==> src/rtl/led_pkg.sv <==
// Shared types for the LED pattern generator: channel modes and the per-channel
// configuration record at the default field widths.
package led_pkg;

    localparam int LED_PER_W = 16;
    localparam int LED_CNT_W = 8;

    typedef enum logic [1:0] {
        LED_OFF   = 2'd0,
        LED_ON    = 2'd1,
        LED_BLINK = 2'd2,
        LED_BURST = 2'd3
    } led_mode_e;

    typedef struct packed {
        led_mode_e              mode;
        logic [LED_PER_W-1:0]   half;
        logic [LED_CNT_W-1:0]   count;
    } led_cfg_t;

endpackage

==> src/rtl/led_channel.sv <==
// One LED channel: holds its mode, half-period, phase counter and remaining burst
// pulses, and advances the pattern on each prescaler tick.
module led_channel
    import led_pkg::*;
#(
    parameter int  PER_W = LED_PER_W,
    parameter int  CNT_W = LED_CNT_W,
    parameter type cfg_t = led_cfg_t
) (
    input  logic clk,
    input  logic rst,
    input  logic tick_i,
    input  logic load_i,
    input  cfg_t cfg_i,
    output logic led_o,
    output logic busy_o
);

    led_mode_e          mode_q, mode_d;
    logic [PER_W-1:0]   half_q, half_d;
    logic [PER_W-1:0]   ph_q, ph_d;
    logic [CNT_W-1:0]   rem_q, rem_d;
    logic               led_q, led_d;
    logic               busy_q, busy_d;
    logic               ph_wrap;

    assign ph_wrap = (ph_q == half_q - PER_W'(1));

    always_comb begin
        mode_d = mode_q;
        half_d = half_q;
        ph_d   = ph_q;
        rem_d  = rem_q;
        led_d  = led_q;
        busy_d = busy_q;
        // A load takes priority over a tick arriving in the same cycle.
        if (load_i) begin
            mode_d = cfg_i.mode;
            half_d = (cfg_i.half == '0) ? PER_W'(1) : cfg_i.half;
            ph_d   = '0;
            rem_d  = cfg_i.count;
            case (cfg_i.mode)
                LED_ON, LED_BLINK: begin
                    led_d  = 1'b1;
                    busy_d = 1'b0;
                end
                LED_BURST: begin
                    led_d  = (cfg_i.count != '0);
                    busy_d = (cfg_i.count != '0);
                end
                default: begin
                    led_d  = 1'b0;
                    busy_d = 1'b0;
                end
            endcase
        end else if (tick_i) begin
            case (mode_q)
                LED_BLINK: begin
                    if (ph_wrap) begin
                        led_d = ~led_q;
                        ph_d  = '0;
                    end else begin
                        ph_d  = ph_q + PER_W'(1);
                    end
                end
                LED_BURST: begin
                    // Each pulse is a lit half followed by a dark half; the pulse
                    // is retired at the end of its dark half.
                    if (busy_q) begin
                        if (ph_wrap) begin
                            ph_d = '0;
                            if (led_q) begin
                                led_d = 1'b0;
                            end else begin
                                rem_d = rem_q - CNT_W'(1);
                                if (rem_q == CNT_W'(1)) begin
                                    busy_d = 1'b0;
                                end else begin
                                    led_d  = 1'b1;
                                end
                            end
                        end else begin
                            ph_d = ph_q + PER_W'(1);
                        end
                    end
                end
                default: ;
            endcase
        end
    end

    always_ff @(posedge clk or posedge rst) begin
        if (rst) begin
            mode_q <= LED_OFF;
            half_q <= '0;
            ph_q   <= '0;
            rem_q  <= '0;
            led_q  <= 1'b0;
            busy_q <= 1'b0;
        end else begin
            mode_q <= mode_d;
            half_q <= half_d;
            ph_q   <= ph_d;
            rem_q  <= rem_d;
            led_q  <= led_d;
            busy_q <= busy_d;
        end
    end

    assign led_o  = led_q;
    assign busy_o = busy_q;

endmodule

==> src/rtl/led_pattern_gen.sv <==
// Multi-channel LED driver: shared prescaler tick, a two-cycle config capture/apply
// path and one led_channel per LED.
module led_pattern_gen
    import led_pkg::*;
#(
    parameter int CLK_HZ  = 50_000_000,
    parameter int TICK_HZ = 1_000,
    parameter int N_CH    = 4,
    parameter int PER_W   = 16,
    parameter int CNT_W   = 8,
    localparam int CH_W   = (N_CH > 1) ? $clog2(N_CH) : 1
) (
    input  logic             clk,
    input  logic             rst,
    input  logic             cfg_valid,
    output logic             cfg_ready,
    input  logic [CH_W-1:0]  cfg_ch,
    input  led_mode_e        cfg_mode,
    input  logic [PER_W-1:0] cfg_half,
    input  logic [CNT_W-1:0] cfg_count,
    output logic [N_CH-1:0]  led,
    output logic [N_CH-1:0]  busy,
    output logic             tick
);

    localparam int DIV   = CLK_HZ / TICK_HZ;
    localparam int DIV_W = (DIV > 1) ? $clog2(DIV) : 1;

    if (DIV < 2) begin : g_div_check
        $error("led_pattern_gen: CLK_HZ/TICK_HZ must be at least 2");
    end

    // Config record sized to this instance's field widths.
    typedef struct packed {
        led_mode_e          mode;
        logic [PER_W-1:0]   half;
        logic [CNT_W-1:0]   count;
    } cfg_t;

    logic [DIV_W-1:0] div_q, div_d;
    logic             ready_q, ready_d;
    logic             apply_q, apply_d;
    logic [CH_W-1:0]  ch_q, ch_d;
    cfg_t             cfg_q, cfg_d;
    logic             accept;

    assign tick   = (div_q == DIV_W'(DIV - 1));
    assign div_d  = tick ? '0 : div_q + DIV_W'(1);
    assign accept = cfg_valid && ready_q;

    // Ready drops for the apply cycle only, so writes land at most every other cycle.
    always_comb begin
        ready_d = ~accept;
        apply_d = accept;
        ch_d    = ch_q;
        cfg_d   = cfg_q;
        if (accept) begin
            ch_d  = cfg_ch;
            cfg_d = '{mode: cfg_mode, half: cfg_half, count: cfg_count};
        end
    end

    always_ff @(posedge clk or posedge rst) begin
        if (rst) begin
            div_q   <= '0;
            ready_q <= 1'b0;
            apply_q <= 1'b0;
            ch_q    <= '0;
            cfg_q   <= '0;
        end else begin
            div_q   <= div_d;
            ready_q <= ready_d;
            apply_q <= apply_d;
            ch_q    <= ch_d;
            cfg_q   <= cfg_d;
        end
    end

    assign cfg_ready = ready_q;

    for (genvar i = 0; i < N_CH; i++) begin : g_ch
        logic load;
        assign load = apply_q && (ch_q == CH_W'(i));

        led_channel #(
            .PER_W (PER_W),
            .CNT_W (CNT_W),
            .cfg_t (cfg_t)
        ) u_ch (
            .clk    (clk),
            .rst    (rst),
            .tick_i (tick),
            .load_i (load),
            .cfg_i  (cfg_q),
            .led_o  (led[i]),
            .busy_o (busy[i])
        );
    end

endmodule

==> config.mk <==
export PLATFORM = sky130hd
export DESIGN_NAME = led_pattern_gen
export DESIGN_NICKNAME = d
export VERILOG_FILES = /design/src/rtl/led_pkg.sv /design/src/rtl/led_channel.sv /design/src/rtl/led_pattern_gen.sv
export SDC_FILE = /design/constraint.sdc
export NUM_CORES = 1
export LEC_CHECK = 0
export BUFFER_PORTS_ARGS = -buffer_cell sky130_fd_sc_hd__buf_2
export CORE_MARGIN = 2
export CORE_UTILIZATION = 59
export DETAILED_ROUTE_END_ITERATION = 7
export HOLD_SLACK_MARGIN = 0.08
export PLACE_DENSITY = 0.84
export SLEW_MARGIN = 20
export SYNTH_ARGS = -nofsm -noshare
export SYNTH_HDL_FRONTEND = slang
export SYNTH_SLANG_ARGS = --single-unit
==> constraint.sdc <==
create_clock -name clk -period 14.7 [get_ports clk]
set_input_delay 1.47 -clock clk [delete_from_list [all_inputs] [get_ports clk]]
set_output_delay 1.47 -clock clk [all_outputs]
set_load 0.01 [all_outputs]
# --- After elaboration in Yosys (flattened, before gate mapping) ---
# Index checks and enable logic that the tools add are counted.
op_classes:
  addsub: 13
  n_eq_ne: 39
  n_mux: 104
  n_bitwise: 5
  n_reduce_logical: 45
ops:
  columns: ["operator", "n"]
  rows:
  - ["two-way mux 16 bit", 18]
  - ["two-way mux 8 bit", 24]
  - ["one-hot mux 16 bit (2 select lines)", 4]
  - ["adder 16 x 1 -> 16 bit (second input constant)", 5]
  - ["== test 16 bit", 4]
  - ["subtractor 16 x 1 -> 16 bit (second input constant)", 4]
  - ["two-way mux 1 bit", 53]
  - ["AND reduction 5 bit", 8]
  - ["inequality test 3 x 2 -> 1 bit (second input constant)", 12]
  - ["== test 8 x 1 -> 1 bit (second input constant)", 4]
  - ["nonzero test 2 bit", 16]
  - ["subtractor 8 x 1 -> 8 bit (second input constant)", 4]
  - ["== test 2 bit (second input constant)", 12]
  - ["== test 16 bit (second input constant)", 1]
  - ["zero test 16 bit", 1]
  - ["AND reduction 3 bit", 4]
  - ["nonzero test 3 bit", 4]
  - ["one-hot mux 1 bit (2 select lines)", 5]
  - ["inequality test 2 bit (second input constant)", 4]
  - ["AND reduction 2 bit", 4]
  - ["nonzero test 8 bit", 1]
  - ["logical AND 1 bit", 5]
  - ["inverter 1 bit", 5]
  - ["== test 2 x 1 -> 1 bit (second input constant)", 2]
  - ["other kinds (2)", 2]
totals:
  ff_bits: 222

# --- Depth between registers and ports, before layout ---
logic_depth:
  depth_word: 8
  depth_mapped: 12
  depth_no_buf: 10

# --- Hierarchy ---
# A second synthesis with hierarchy kept.
unflattened:
  cells_unflattened: 1357
  hier_area_um2: 13312.8
modules_own_cells:
  columns: ["mod", "n_inst", "cells_per_inst", "area_each_um2"]
  rows:
  - ["led_channel (g_ch[1].u_ch ...)", 2, 309, 2922.8]
  - ["led_channel (g_ch[3].u_ch)", 1, 303, 2795.2]
  - ["led_channel (g_ch[0].u_ch)", 1, 299, 2780.2]
  - ["led_pattern_gen", 1, 137, 1891.8]

# --- Worst setup path before layout ---
# Ideal clock, no wire load.
synth_path:
  kind: "reg-to-reg"
  start: "register g_ch[0].u_ch.half_q[0]"
  end: "register g_ch[0].u_ch.rem_q[5]"
  arrival_time_ns: 3.327
  required_time_ns: 14.618
  slack_ns: 11.291
  stages_incl_launch_ff: 10
  n_path_buf: 0
  cell_sequence: "dfrtp_1 inv_1 ha_1 or4b_4 or4_4 a2111oi_4 nand4_2 or4b_4 or3_1 a31oi_1"
synth_via:
  elab_chain_len: 4
synth_rtl:
  columns: ["element", "line", "rtl"]
  rows:
  - ["from (decl)", "led_channel.sv:20", "logic [PER_W-1:0] half_q, half_d;"]
  - ["from (signal assigned)", "led_channel.sv:102", "half_q <= half_d;"]
  - ["subtractor 16 x 1 -> 16 bit", "led_channel.sv:27", "assign ph_wrap = (ph_q == half_q - PER_W'(1));"]
  - ["== test 16 bit", "led_channel.sv:27", null]
  - ["nonzero test 2 bit (no source line)", null, null]
  - ["AND reduction 5 bit (no source line)", null, null]
  - ["to (signal assigned)", "led_channel.sv:104", "rem_q <= rem_d;"]
  - ["to (decl)", "led_channel.sv:22", "logic [CNT_W-1:0] rem_q, rem_d;"]
# Every way passes these cells.
# A chain may end at the register's enable or synchronous reset.

# --- Final worst setup path ---
layout_path:
  start: "register div_q[14]"
  end: "output port tick"
layout_via:
  elab_chain_len: 1
layout_rtl:
  columns: ["element", "line", "rtl"]
  rows:
  - ["from (decl)", "led_pattern_gen.sv:40", "logic [DIV_W-1:0] div_q, div_d;"]
  - ["from (signal assigned)", "led_pattern_gen.sv:71", "div_q <= div_d;"]
  - ["== test 16 bit", "led_pattern_gen.sv:47", "assign tick = (div_q == DIV_W'(DIV - 1));"]
  - ["to (decl)", "led_pattern_gen.sv:23", "output logic tick"]
# Every way passes these cells.

==> impl_results.md <==
- Outcome: finished, final reports clean
- Reg2reg setup slack: 10.39 ns
- Slowest CP cell: inv_1
- Clk_lat worst skew: 0.53 ns
- Tmin final: 4.85 ns
- Die width: 151 um
- Fmax achieved: 0.206 GHz
- DR WL/cell: 17.9 um
- Core footprint: 21100 um^2
- Fillcell total: 1652
- CTS tree: built
- Reg2Reg Depth: 10
- Via density per instance: 6.17
- Post-synthesis sequential area ratio: 43.6%
- Die area: 22800 um^2
- Initial antenna violation count: 0
- Die height: 151 um
- Yosys warns: 0
- Final ANT Viol Nets: 0
- Final Wtd Congestion: 0.933
- Hold EP: div_q[15]
- Final antenna diode count: 0
- CP top delay family: simple AND/OR/NAND/NOR gates
- Iteration-0 DRC count of the detailed router: 903
- Layout area overhead: 9.00%
- Buffers and inverters on the worst path: 2
- WHS Path Cells: 1
- Number of global-route vias before repair: 10100
- Synth area leader: dfrtp_1
- Clk slew on worst S/H paths: 0.06 ns
- Initial Util: 60.4%
- CP max FO: 21
- Clock Skew: 0.0125 ns
- Post-CTS Setup Bufs: 0
- HP Start: div_q[15]
- CP cell instances: nor4bb_1 -> nand4_1 -> inv_1 -> buf_2
- # IOs: 41
- Largest net degree at the start of global routing: 141
- MaxCap Viol Count: 0
- Rel. slew slack: 35.9%
- GRT Util Overall: 27.8%
- Yosys cell types: 76
- Leak: 6.00 nW
- # rows: 53
- Synth top area cells: dfrtp_1 (44%), nand2_1 (8.0%), xnor2_1 (5.6%)
- Routed wire length: 31.2 mm
- CP startpoint kind: flip-flop
- Setup crit end kind: primary output
- CTS Hold Bufs: 0
- Top_reg_cell synth: dfrtp_1
- Asr flop ratio synth: 100%
- Slew Limit Fails: 0
- Total gr overflow: 0
- Final period util: 33.0%
- CP Class: reg2out
- WP data arrival: 3.38 ns
- Via count: 10800
- Mapped Area: 12700 um^2
- Clock root cell: clkbuf_16
- R2r startpoint: g_ch[2].u_ch.half_q[0]
- Resized cells post-CTS: 0
- FF+latch count, synth: 222
- Gate Count Post-Synth: 1450
- Hold_ws: 0.489 ns
- Reg2reg end: g_ch[2].u_ch.ph_q[0]
- Final Power: 2.22 mW
- Most instantiated cells after synthesis: nand2_1 (273), dfrtp_1 (222), nor2_1 (128)
- Final Hold Fails: 0
- # DRC: 0
- Post-synth top area share: 43.6%
- Final setup violation count: 0
- Share of post-route cells with drive strength above 1: 9.75%
- Count leader, synth: nand2_1
- Dpl hpwl: 21.1 mm
- Required time worst endpoint: 13.23 ns
- First-pass GRT wire length: 50.9 mm
- Layout Nets: 1500
- Setup TNS: 0 ns
- Syn Nets: 1500
- PortBufs: 40
- Crit. path cell count: 4
- EDFF count, synth: 0
- CTS sink cnt: 222
- Pre-antenna DRT Iters: 6
- Worst VDD drop: 89.4 uV
- H-tree depth: 1
- Min-Delay Path Class: reg2reg
- Tightest Pin Transition: 0.959 ns
- Clk buf depth: 3
- RSZ-0062 raised after global routing: no
- Max stage delay on crit path: 0.90 ns
- Num CTS Buffers: 25
- Syn avg cell area: 8.79 um^2
- Power per Cell Area: 160 nW/um^2
routing by layer:
layer | routed length [um] | GRT usage, % | part of all wire (%) | vias up
li1 | - | - | - | 5096
met1 | 13300 | 38.2 | 43 | 5157
met2 | 14500 | 45.0 | 46 | 402
met3 | 2040 | 3.80 | 6.5 | 97
met4 | 1360 | 10.7 | 4.4 | 0
met5 | 0 | 0 | 0 | -
cell families (layout without fill, tap and decap cells):
family	after synthesis	count (layout)	share of synthesized area, %
AOI/OAI and AO/OA	221	221	11.3
xor gates and xnor gates	127	127	8.73
adders and majority gates	20	20	1.94
buffers and inverters	114	131	3.64
DFF	222	222	43.6
muxes	38	38	3.28
and+or+nand+nor	708	708	27.5
layout make-up:
type / instances / area, um^2 / area share [%]
clock inverter: 8 / 109 / 0.784
inverter: 38 / 150 / 1.08
tap: 275 / 344 / 2.48
multi-input combinational: 1114 / 6730 / 48.5
clock buffer: 36 / 727 / 5.24
sequential: 222 / 5560 / 40.0
timing repair buffer: 49 / 272 / 1.96
worst max path at each step:
stage,from,to,slack (ns)
floorplan,rst,apply_q,7.15
global placement,g_ch[2].u_ch.half_q[0],g_ch[2].u_ch.ph_q[0],10.56
detailed placement,g_ch[2].u_ch.half_q[0],g_ch[2].u_ch.ph_q[0],10.41
CTS,div_q[14],tick,9.94
global route,div_q[14],tick,9.66
finish,div_q[14],tick,9.85
where the power goes:
part / internal, mW / switching, mW
Combinational: 0.273 / 0.339
Sequential: 0.749 / 0.226
Clock: 0.379 / 0.256
Total: 1.40 / 0.821
flip-flops by register name (all words and copies together) (netlist names):
name and flops:
g_ch.u_ch.led_o 4, g_ch.u_ch.half_q 64, g_ch.u_ch.ph_q 64, ch_q 2, cfg_q 26, g_ch.u_ch.busy_o 4, g_ch.u_ch.rem_q 32, g_ch.u_ch.mode_q 8
div_q 16, cfg_ready 1, apply_q 1
cells in the final DEF, fill, tap and decap left out, types with 6 or more instances in the layout:
master     Yosys  layout
or4_1         23      23
nor4_1        25      25
xor2_1        46      46
a31oi_1       23      23
clkbuf_8       0       6
nand3_1       44      44
a211oi_1       8       8
or3_1         22      22
dfrtp_1      222     222
and3_1        20      20
nand2_1      273     273
nand2b_1       9       9
mux2i_1        8       8
nor3_1        50      50
o31ai_1       14      14
mux2_2        30      30
nor3b_1        7       6
xnor2_1       81      81
a22o_1        15      15
buf_2          5      40
nor2_1       128     127
nand4_1       27      27
inv_1         38      37
clkbuf_16      0      25
o21ai_0       80      79
a21oi_1       25      25
or2_2          6       6
nor2b_1       16      16
and2_1         9       9
ha_1          19      19
nand4b_1       9       9
buf_4          8       8
o211ai_1      10      10
a21o_1         6       6
worst register-to-register path, delay by kind of cell (launching register included):
kind	cells	cell delay (ns)
AND/OR/NAND/NOR	4	2.08
AO/OA/AOI/OAI	3	0.97
flip-flops	1	0.44
multiplexers	1	0.38
adder cells (fa/ha/maj)	1	0.23
buffers and inverters	1	0.11
per-stage QoR:
step	cells	utilization (%)	worst slack, ns	area, um^2
after floorplan	1450	-	7.15	12700
after global placement	1698	61.9	10.56	13000
after detailed placement	1698	61.9	10.41	13000
after CTS	1742	65.8	9.94	13900
after global routing	1742	65.8	9.66	13900
final	1742	65.8	9.85	13900
Power figures use the tool's default switching activity.
